### src/rtl/intt_butterfly_if.sv
// intt_butterfly_if
//   Bundles the operand side and the result side of the inverse-NTT
//   Cooley-Tukey butterfly.
//   master : drives q, in_valid, in_halve, A, B, W; receives out_valid, E, O
//   slave  : the butterfly itself
//   DW     : coefficient / modulus width in bits
interface intt_butterfly_if #(
    parameter int DW = 16
);
    logic [DW-1:0] q;
    logic          in_valid;
    logic          in_halve;
    logic [DW-1:0] A;
    logic [DW-1:0] B;
    logic [DW-1:0] W;
    logic          out_valid;
    logic [DW-1:0] E;
    logic [DW-1:0] O;

    modport master (
        output q, in_valid, in_halve, A, B, W,
        input  out_valid, E, O
    );

    modport slave (
        input  q, in_valid, in_halve, A, B, W,
        output out_valid, E, O
    );
endinterface

### src/rtl/intt_butterfly.sv
// intt_butterfly
//   Fully pipelined Cooley-Tukey butterfly for the inverse NTT:
//     t = B*W mod q,  E = (A + t) [/2] mod q,  O = (A - t) [/2] mod q
//   One butterfly per cycle, latency MUL_LAT + 2 cycles, no backpressure.
//   Ports:
//     clk   : rising-edge clock
//     reset : asynchronous, active-high; clears input stage, A/valid/halve
//             delay lines and outputs (multiplier pipe is not reset, its
//             contents are qualified by the valid line)
//     bus   : intt_butterfly_if.slave (q, in_valid, in_halve, A, B, W ->
//             out_valid, E, O)
//   Parameters:
//     DW      : coefficient width; q must be odd and below 2^(DW-1)
//     MUL_LAT : modular multiplier latency in cycles, must be >= 2
module intt_butterfly #(
    parameter int DW      = 16,
    parameter int MUL_LAT = 4
) (
    input logic             clk,
    input logic             reset,
    intt_butterfly_if.slave bus
);

    // ------------------------------------------------------------------
    // Stage 0: input registers
    // ------------------------------------------------------------------
    logic [DW-1:0] a_in_d, a_in_q;
    logic [DW-1:0] b_in_d, b_in_q;
    logic [DW-1:0] w_in_d, w_in_q;
    logic          vld_in_d, vld_in_q;
    logic          hlv_in_d, hlv_in_q;

    always_comb begin
        a_in_d   = bus.A;
        b_in_d   = bus.B;
        w_in_d   = bus.W;
        vld_in_d = bus.in_valid;
        hlv_in_d = bus.in_halve;
    end

    always_ff @(posedge clk or posedge reset) begin
        if (reset) begin
            a_in_q   <= '0;
            b_in_q   <= '0;
            w_in_q   <= '0;
            vld_in_q <= 1'b0;
            hlv_in_q <= 1'b0;
        end else begin
            a_in_q   <= a_in_d;
            b_in_q   <= b_in_d;
            w_in_q   <= w_in_d;
            vld_in_q <= vld_in_d;
            hlv_in_q <= hlv_in_d;
        end
    end

    // ------------------------------------------------------------------
    // Stage 1: modular multiplier, MUL_LAT cycles
    //   cycle 1       : raw product register
    //   cycle 2       : bit-serial restoring reduction mod q, registered
    //   cycles 3..LAT : retiming slack for the reduction
    // ------------------------------------------------------------------
    logic [2*DW-1:0] prod_d, prod_q;
    logic [DW:0]     rem;
    logic [DW-1:0]   red;
    logic [DW-1:0]   t_pipe_d [MUL_LAT-1];
    logic [DW-1:0]   t_pipe_q [MUL_LAT-1];

    always_comb begin
        prod_d = b_in_q * w_in_q;
    end

    // Remainder stays below q < 2^(DW-1), so one shifted-in bit never
    // overflows DW+1 bits and one conditional subtract per bit suffices.
    always_comb begin
        rem = '0;
        for (int unsigned i = 0; i < 2 * DW; i++) begin
            rem = {rem[DW-1:0], prod_q[2*DW-1-i]};
            if (rem >= {1'b0, bus.q}) begin
                rem = rem - {1'b0, bus.q};
            end
        end
        red = DW'(rem);
    end

    always_comb begin
        t_pipe_d[0] = red;
        for (int unsigned i = 1; i < MUL_LAT - 1; i++) begin
            t_pipe_d[i] = t_pipe_q[i-1];
        end
    end

    always_ff @(posedge clk) begin
        prod_q   <= prod_d;
        t_pipe_q <= t_pipe_d;
    end

    // ------------------------------------------------------------------
    // A / valid / halve delay lines, MUL_LAT deep to stay aligned with t
    // ------------------------------------------------------------------
    logic [DW-1:0]      a_dly_d [MUL_LAT];
    logic [DW-1:0]      a_dly_q [MUL_LAT];
    logic [MUL_LAT-1:0] vld_dly_d, vld_dly_q;
    logic [MUL_LAT-1:0] hlv_dly_d, hlv_dly_q;

    always_comb begin
        a_dly_d[0]   = a_in_q;
        vld_dly_d[0] = vld_in_q;
        hlv_dly_d[0] = hlv_in_q;
        for (int unsigned i = 1; i < MUL_LAT; i++) begin
            a_dly_d[i]   = a_dly_q[i-1];
            vld_dly_d[i] = vld_dly_q[i-1];
            hlv_dly_d[i] = hlv_dly_q[i-1];
        end
    end

    always_ff @(posedge clk or posedge reset) begin
        if (reset) begin
            for (int unsigned i = 0; i < MUL_LAT; i++) begin
                a_dly_q[i] <= '0;
            end
            vld_dly_q <= '0;
            hlv_dly_q <= '0;
        end else begin
            a_dly_q   <= a_dly_d;
            vld_dly_q <= vld_dly_d;
            hlv_dly_q <= hlv_dly_d;
        end
    end

    // ------------------------------------------------------------------
    // Stage 2: modular add / subtract, optional halving, output register
    // ------------------------------------------------------------------
    // x/2 mod q: an odd x is made even by adding the (odd) modulus first.
    function automatic logic [DW:0] halve_mod(input logic [DW:0] x,
                                              input logic [DW:0] m);
        logic [DW:0] y;
        y = x[0] ? (x + m) : x;
        return y >> 1;
    endfunction

    logic [DW:0]   q_ext;
    logic [DW:0]   ad_ext;
    logic [DW:0]   t_ext;
    logic [DW:0]   s_raw, s_mod;
    logic [DW:0]   d_raw, d_mod;
    logic          halve_d;
    logic [DW-1:0] e_d, e_q;
    logic [DW-1:0] o_d, o_q;
    logic          out_vld_d, out_vld_q;

    always_comb begin
        q_ext   = {1'b0, bus.q};
        ad_ext  = {1'b0, a_dly_q[MUL_LAT-1]};
        t_ext   = {1'b0, t_pipe_q[MUL_LAT-2]};
        halve_d = hlv_dly_q[MUL_LAT-1];

        s_raw = ad_ext + t_ext;
        s_mod = (s_raw >= q_ext) ? (s_raw - q_ext) : s_raw;

        // Bit DW is the borrow of the DW+1-bit difference.
        d_raw = ad_ext - t_ext;
        d_mod = d_raw[DW] ? (d_raw + q_ext) : d_raw;

        e_d       = DW'(halve_d ? halve_mod(s_mod, q_ext) : s_mod);
        o_d       = DW'(halve_d ? halve_mod(d_mod, q_ext) : d_mod);
        out_vld_d = vld_dly_q[MUL_LAT-1];
    end

    always_ff @(posedge clk or posedge reset) begin
        if (reset) begin
            e_q       <= '0;
            o_q       <= '0;
            out_vld_q <= 1'b0;
        end else begin
            e_q       <= e_d;
            o_q       <= o_d;
            out_vld_q <= out_vld_d;
        end
    end

    assign bus.E         = e_q;
    assign bus.O         = o_q;
    assign bus.out_valid = out_vld_q;

endmodule

### src/flat_wrapper.sv
// flat-port wrapper written by rule: the top's interface ports become plain ports
module intt_butterfly_flat 
#(
    parameter int DW      = 16,
    parameter int MUL_LAT = 4
)
  (clk, reset, bus_q, bus_in_valid, bus_in_halve, bus_A, bus_B, bus_W, bus_out_valid, bus_E, bus_O);
  intt_butterfly_if #(.DW(DW)) bus_i ();
  input logic clk;
  input logic reset;
  input wire logic [$bits(bus_i.q)-1:0] bus_q;
  input wire logic [$bits(bus_i.in_valid)-1:0] bus_in_valid;
  input wire logic [$bits(bus_i.in_halve)-1:0] bus_in_halve;
  input wire logic [$bits(bus_i.A)-1:0] bus_A;
  input wire logic [$bits(bus_i.B)-1:0] bus_B;
  input wire logic [$bits(bus_i.W)-1:0] bus_W;
  output wire logic [$bits(bus_i.out_valid)-1:0] bus_out_valid;
  output wire logic [$bits(bus_i.E)-1:0] bus_E;
  output wire logic [$bits(bus_i.O)-1:0] bus_O;
  assign bus_i.q = bus_q;
  assign bus_i.in_valid = bus_in_valid;
  assign bus_i.in_halve = bus_in_halve;
  assign bus_i.A = bus_A;
  assign bus_i.B = bus_B;
  assign bus_i.W = bus_W;
  assign bus_out_valid = bus_i.out_valid;
  assign bus_E = bus_i.E;
  assign bus_O = bus_i.O;
  intt_butterfly #(.DW(DW), .MUL_LAT(MUL_LAT)) u_core (.clk(clk), .reset(reset), .bus(bus_i));
endmodule
### config.mk
export PLATFORM = sky130hd
export DESIGN_NAME = intt_butterfly_flat
export DESIGN_NICKNAME = d
export VERILOG_FILES = /design/src/rtl/intt_butterfly_if.sv /design/src/rtl/intt_butterfly.sv /design/src/flat_wrapper.sv
export SDC_FILE = /design/constraint.sdc
export NUM_CORES = 2
export LEC_CHECK = 0
export BUFFER_PORTS_ARGS = -buffer_cell sky130_fd_sc_hd__buf_2
export CAP_MARGIN = 40
export CORE_MARGIN = 5
export CORE_UTILIZATION = 35
export CTS_CLUSTER_SIZE = 25
export DETAILED_ROUTE_END_ITERATION = 7
export PLACE_DENSITY = 0.52
export SLEW_MARGIN = 40
export SYNTH_ARGS = -nofsm -noshare
export SYNTH_HDL_FRONTEND = slang
export SYNTH_SLANG_ARGS = --single-unit
### constraint.sdc
create_clock -name clk -period 129.4 [get_ports clk]
set_input_delay 6.47 -clock clk [delete_from_list [all_inputs] [get_ports clk]]
set_output_delay 6.47 -clock clk [all_outputs]
set_load 0.1 [all_outputs]
### After elaboration in Yosys (flattened, before gate mapping)

Cells that the tools add are included.

| word-level totals | value |
|---|---|
| bits in registers | 235 |
| input port bits | 68 |

| operators by class | value |
|---|---|
| add/sub/neg operators | 38 |
| $mul | 1 |
| $lt $le $gt $ge | 33 |
| mux-type cells | 38 |

Operators with widths:

| kind | count |
|---|---|
| 17-bit by 16-bit >= comparator with 1-bit output | 32 |
| 16-bit 2-to-1 mux | 34 |
| 16-bit subtractor | 31 |
| 17-bit 2-to-1 mux | 4 |
| 17-bit by 16-bit adder with 17-bit output | 3 |
| 16-bit by 16-bit multiplier with 32-bit output | 1 |
| 16-bit by 16-bit adder with 17-bit output | 1 |
| 16-bit by 16-bit subtractor with 17-bit output | 1 |
| 17-bit by 16-bit subtractor with 17-bit output | 1 |
| 1-bit by 16-bit >= comparator with 1-bit output | 1 |
| 1-bit by 16-bit subtractor with 16-bit output | 1 |

### Logic depth before layout (Yosys ltp)

| logic depth | value |
|---|---|
| depth in word-level cells | 64 |
| mapped depth | 652 |

### Worst setup path before layout

No wires, ideal clock.

| timing path | value |
|---|---|
| path type | input to register |
| start point | in bus_q[1] |
| end point | reg u_core.t_pipe_q (netlist bit u_core.t_pipe_d[19]) |
| setup time | 0.122 ns |
| data arrival time | 120.696 ns |
| path slack | 8.582 ns |
| cell stages on the path | 629 |
| cell sequence | inv_1 > ha_1 > nor2_1 > clkbuf_1 > nor4_1 > ha_1 > buf_2 > and4_1 > a221o_1 > or2_1 > a211o_1 > clkbuf_1 > o21ai_0 > inv_1 > ha_1 > nor2b_1 > o31a_1 > o41ai_2 > (+593 left out) > a21o_1 > a21oi_1 > o21bai_1 > a21o_1 > a21o_1 > a21o_1 > a21o_1 > a21o_1 > a21o_1 > a21o_1 > a21o_1 > a21o_1 > a21o_1 > a211oi_1 > o211ai_2 > buf_2 > o21a_1 > a221o_1 |

| on the way | value |
|---|---|
| word-level cells in the longest chain between the ends | 64 |
| elaborated cells on any way between the ends | 96 |
| those cells by class | 32 x add/sub; 32 x order compare; 32 x mux |

Ends and longest elaborated chain:

| what | RTL line | source |
|---|---|---|
| start: declaration | flat_wrapper.sv:11 | `input wire logic [$bits(bus_i.q)-1:0] bus_q;` |
| 1-bit by 16-bit subtractor with 16-bit output / 1-bit by 16-bit >= comparator with 1-bit output (equally long branches) | intt_butterfly.sv:80, intt_butterfly.sv:79 |  |
| 16-bit 2-to-1 mux | intt_butterfly.sv:79 | `if (rem >= {1'b0, bus.q}) begin` |
| 16-bit subtractor / 17-bit by 16-bit >= comparator with 1-bit output (equally long branches) | intt_butterfly.sv:80, intt_butterfly.sv:79 |  |
| 16-bit 2-to-1 mux | intt_butterfly.sv:79 |  |
| 16-bit subtractor / 17-bit by 16-bit >= comparator with 1-bit output (equally long branches) | intt_butterfly.sv:80, intt_butterfly.sv:79 |  |
| 16-bit 2-to-1 mux | intt_butterfly.sv:79 |  |
| 16-bit subtractor / 17-bit by 16-bit >= comparator with 1-bit output (equally long branches) | intt_butterfly.sv:80, intt_butterfly.sv:79 |  |
| 16-bit 2-to-1 mux | intt_butterfly.sv:79 |  |
| (+49 left out) | n/a |  |
| 16-bit 2-to-1 mux | intt_butterfly.sv:79 |  |
| 16-bit subtractor / 17-bit by 16-bit >= comparator with 1-bit output (equally long branches) | intt_butterfly.sv:80, intt_butterfly.sv:79 |  |
| 16-bit 2-to-1 mux | intt_butterfly.sv:79 |  |
| 17-bit by 16-bit >= comparator with 1-bit output / 16-bit subtractor (equally long branches) | intt_butterfly.sv:79, intt_butterfly.sv:80 |  |
| 16-bit 2-to-1 mux | intt_butterfly.sv:79 |  |
| 16-bit subtractor / 17-bit by 16-bit >= comparator with 1-bit output (equally long branches) | intt_butterfly.sv:80, intt_butterfly.sv:79 |  |
| 16-bit 2-to-1 mux (*) | intt_butterfly.sv:79 |  |
| via u_core.rem[3] | intt_butterfly.sv:64 | `logic [DW:0] rem;` |
| end signal: assignment | intt_butterfly.sv:95 | `t_pipe_q <= t_pipe_d;` |
| end: declaration | intt_butterfly.sv:67 | `logic [DW-1:0] t_pipe_q [MUL_LAT-1];` |

Mark *: on every way through the listed nets, which the timed path passes. The rest lies on a longest branch.

### Final worst setup path

| timing path | value |
|---|---|
| start point | in bus_q[0] |
| end point | reg u_core.t_pipe_q (netlist bit u_core.t_pipe_d[30]) |

| on the way | value |
|---|---|
| word-level cells in the longest chain between the ends | 64 |
| elaborated cells on any way between the ends | 96 |
| those cells by class | 32 x add/sub; 32 x order compare; 32 x mux |

Ends and longest elaborated chain:

| what | RTL line |
|---|---|
| 1-bit by 16-bit subtractor with 16-bit output / 1-bit by 16-bit >= comparator with 1-bit output (equally long branches) | intt_butterfly.sv:80, intt_butterfly.sv:79 |
| 16-bit 2-to-1 mux | intt_butterfly.sv:79 |
| 16-bit subtractor / 17-bit by 16-bit >= comparator with 1-bit output (equally long branches) | intt_butterfly.sv:80, intt_butterfly.sv:79 |
| 16-bit 2-to-1 mux | intt_butterfly.sv:79 |
| 16-bit subtractor / 17-bit by 16-bit >= comparator with 1-bit output (equally long branches) | intt_butterfly.sv:80, intt_butterfly.sv:79 |
| 16-bit 2-to-1 mux | intt_butterfly.sv:79 |
| 16-bit subtractor / 17-bit by 16-bit >= comparator with 1-bit output (equally long branches) | intt_butterfly.sv:80, intt_butterfly.sv:79 |
| 16-bit 2-to-1 mux | intt_butterfly.sv:79 |
| (+49 left out) | n/a |
| 16-bit 2-to-1 mux | intt_butterfly.sv:79 |
| 16-bit subtractor / 17-bit by 16-bit >= comparator with 1-bit output (equally long branches) | intt_butterfly.sv:80, intt_butterfly.sv:79 |
| 16-bit 2-to-1 mux | intt_butterfly.sv:79 |
| 17-bit by 16-bit >= comparator with 1-bit output / 16-bit subtractor (equally long branches) | intt_butterfly.sv:79, intt_butterfly.sv:80 |
| 16-bit 2-to-1 mux | intt_butterfly.sv:79 |
| 16-bit subtractor / 17-bit by 16-bit >= comparator with 1-bit output (equally long branches) | intt_butterfly.sv:80, intt_butterfly.sv:79 |
| 16-bit 2-to-1 mux (*) | intt_butterfly.sv:79 |
| via u_core.rem[14] | intt_butterfly.sv:64 |

Marked as above.

==> impl_metrics.json <==
{
  "first_pass_iters": 6,
  "setup_slack_ns": 8.37,
  "rows": 134,
  "grt_pass1_wl_mm": 237,
  "synth_area_leaders": "ha_1 (18%), fa_1 (9.8%), dfrtp_1 (8.2%), xnor2_1 (5.2%), a21o_1 (5.0%)",
  "crit_family": "compound AO/OA/AOI/OAI gates",
  "grt_antenna_before_repair": 1,
  "cp-end-kind": "flip-flop",
  "crit_path_frequent_cell": "a21o_1",
  "synth_edf_count": 0,
  "synth.most_common_cell": "ha_1",
  "hold_buffers": 0,
  "vias": 42400,
  "pre_cts_slack_ns": -0.744,
  "synthesis.nets": 6771,
  "synthTopCellsByCount": "ha_1 (695), inv_1 (576), nand2_1 (518)",
  "wl_mm": 154,
  "nFillCells": 13700,
  "avgSynthCellArea_sq_um": 8.16,
  "drive_above_1_share_pct": 10.5,
  "cp.buffers_inverters": 32,
  "drt.antenna.violating_nets": 0,
  "clock_sink_count": 235,
  "dp.cells": 7583,
  "syn_to_final_growth_pct": 9.96,
  "diodes": 0,
  "initial_utilization_pct": 35.3,
  "cts_buffers": 30,
  "hold_path_class": "flip-flop to flip-flop",
  "cts_max_level": 1,
  "fin_crit_sh_pct": 93.5,
  "grt_pass1_vias": 41000,
  "setup_viol": 0,
  "pin_count": 101,
  "synth_area_sq_um": 47200,
  "seqCellArea_sq_um": 5480,
  "synth_cell_types": 125,
  "multi_input_area_sq_um": 39400,
  "critical_path.max_stage_delay_ns": 0.52,
  "grt_max_degree": 65,
  "run_status": "complete, no violations",
  "worst_slew_pin_slew_ns": 0.889,
  "root_buffer": "clkbuf_16",
  "hold_slack_ns": 0.318,
  "crit_slowest_cell": "or3_4",
  "fp.dieH_microns": 377,
  "die-area_sq_um": 142000,
  "cp.arrival_ns": 121.57,
  "port_buffers": 100,
  "slew-limit-headroom_pct": 40.1,
  "clk_pin_slew_ns": 0.06,
  "clockBufferDepth": 3,
  "ys_ff_latch": 235,
  "final_hold_viol_count": 0,
  "track_usage_pct": 20.8,
  "max_cap_violations": 0,
  "yosys.area.top_type": "ha_1",
  "period_minus_slack_ns": 121.03,
  "dp_hpwl_mm": 122,
  "skew_ns": 0.0251,
  "nNetsFinal": 6879,
  "grt_overflow": 0,
  "clock_latency_ns": 0.64,
  "slew_viol_final": 0,
  "critPathRequiredTime_ns": 129.95,
  "coreArea_sq_um": 134000,
  "die_x_microns": 377,
  "path_class": "input port to flip-flop",
  "place_congestion": 0.912,
  "final-instance-count-excl-fill": 7677,
  "via_per_inst": 5.52,
  "yosys_warnings": 0,
  "cts_tree": "yes",
  "synth.top_cell.area_share_pct": 18.4,
  "async_flop_share_pct": 66.0,
  "ys.flop_type": "dfrtp_1",
  "syn_inst": 5777,
  "synth.yosys.seq_area_share_pct": 11.6,
  "fmax_mhz": 8.26,
  "drc_errors": 0,
  "cp_max_fo": 24,
  "post_drt_wl_per_cell_microns": 20.1,
  "drt_iter0_markers": 2895,
  "critPathLaunchType": "input port"
}
-- kinds of logic after synthesis --
kind of cell / count (synthesis) / synth area share, %
simple gates: 1603 / 17.2
compound gates: 1586 / 22.9
fa+ha+maj: 926 / 28.2
buf+inv: 723 / 6.02
xor+xnor: 470 / 8.74
flops: 235 / 11.6
mux: 234 / 5.36
-- metal layers --
| metal | track usage [%] | wire (microns) | share of wire, % |
|---|---|---|---|
| met1 | 29.1 | 72300 | 47 |
| met2 | 35.0 | 70600 | 46 |
| met3 | 2.27 | 8280 | 5.4 |
| met4 | 3.96 | 3140 | 2.0 |
| met5 | 0 | 0 | 0 |
-- path summary, 6_finish.rpt --
check	slack (ns)	from	endpoint	cells after the start
worst max-delay path	8.37	bus_q[0]	u_core.t_pipe_d[30]	605
worst min-delay path	0.32	u_core.t_pipe_d[28]	u_core.t_pipe_d[12]	0
worst max register to register	14.14	u_core.prod_q[31]	u_core.t_pipe_d[30]	605
worst min register to register	0.32	u_core.t_pipe_d[28]	u_core.t_pipe_d[12]	0
max in group asynchronous	122.11	reset	u_core.hlv_dly_q[3]	4
min in group asynchronous	5.82	reset	u_core.vld_in_q	2
-- stage by stage --
stage | util, % | cell area, sq um | setup TNS (ns)
after CTS | 38.2 | 51100 | 0
after global placement | 37.3 | 49800 | 0
after global routing | 38.8 | 51900 | -1.38
after detailed placement | 37.3 | 49900 | -11.13
final | 38.8 | 51900 | 0
after floorplan | - | 47200 | 0
-- worst register-to-register path, delay by kind of cell, from the launching register on --
| family | cells | cell delay (ns) |
|---|---|---|
| mux | 13 | 4.27 |
| simple gates | 133 | 21.66 |
| fa+ha+maj | 33 | 9.53 |
| compound gates | 394 | 75.63 |
| buf+inv | 32 | 3.69 |
| flops | 1 | 0.31 |
-- placed cells by master, fill, tap and decap left out, drive strengths merged, types with 155 or more instances in the layout --
master / count
o21ai: 346
a21oi: 360
nor2: 311
buf: 219
nand2: 521
a21o: 316
ha: 695
xor2: 190
fa: 231
inv: 580
xnor2: 280
dfrtp: 155
-- state kept, by name (all words and copies together), names as in the netlist --
signal,count
u_core.prod_q,32
u_core.vld_in_q,1
u_core.bus.O,16
u_core.a_in_q,16
u_core.bus.out_valid,1
u_core.hlv_dly_q,4
u_core.w_in_q,16
u_core.t_pipe_d,32
u_core.a_dly_d,48
u_core.a_dly_q,16
u_core.bus.E,16
u_core.t_ext,16
u_core.hlv_in_q,1
u_core.vld_dly_q,4
u_core.b_in_q,16
-- area by class of cell --
| cell class | count | area share, % |
|---|---|---|
| Multi-Input combinational cell | 4821 | 75.9 |
| Sequential cell | 235 | 10.6 |
| Tap cell | 1768 | 4.27 |
| Inverter | 578 | 4.19 |
| Timing Repair Buffer | 219 | 2.75 |
| Clock buffer | 37 | 1.79 |
| Clock inverter | 19 | 0.504 |
-- timing repair --
action | CTS | global route
setup endpoints to repair | 16 | 16
setup buffers | 0 | 36
gates cloned | 0 | 2
resized for setup | 4 | 124
pin swaps | 0 | 15
Power is not shown: default switching activity piles up to over one toggle a cycle in this logic, so the estimate is an artifact.
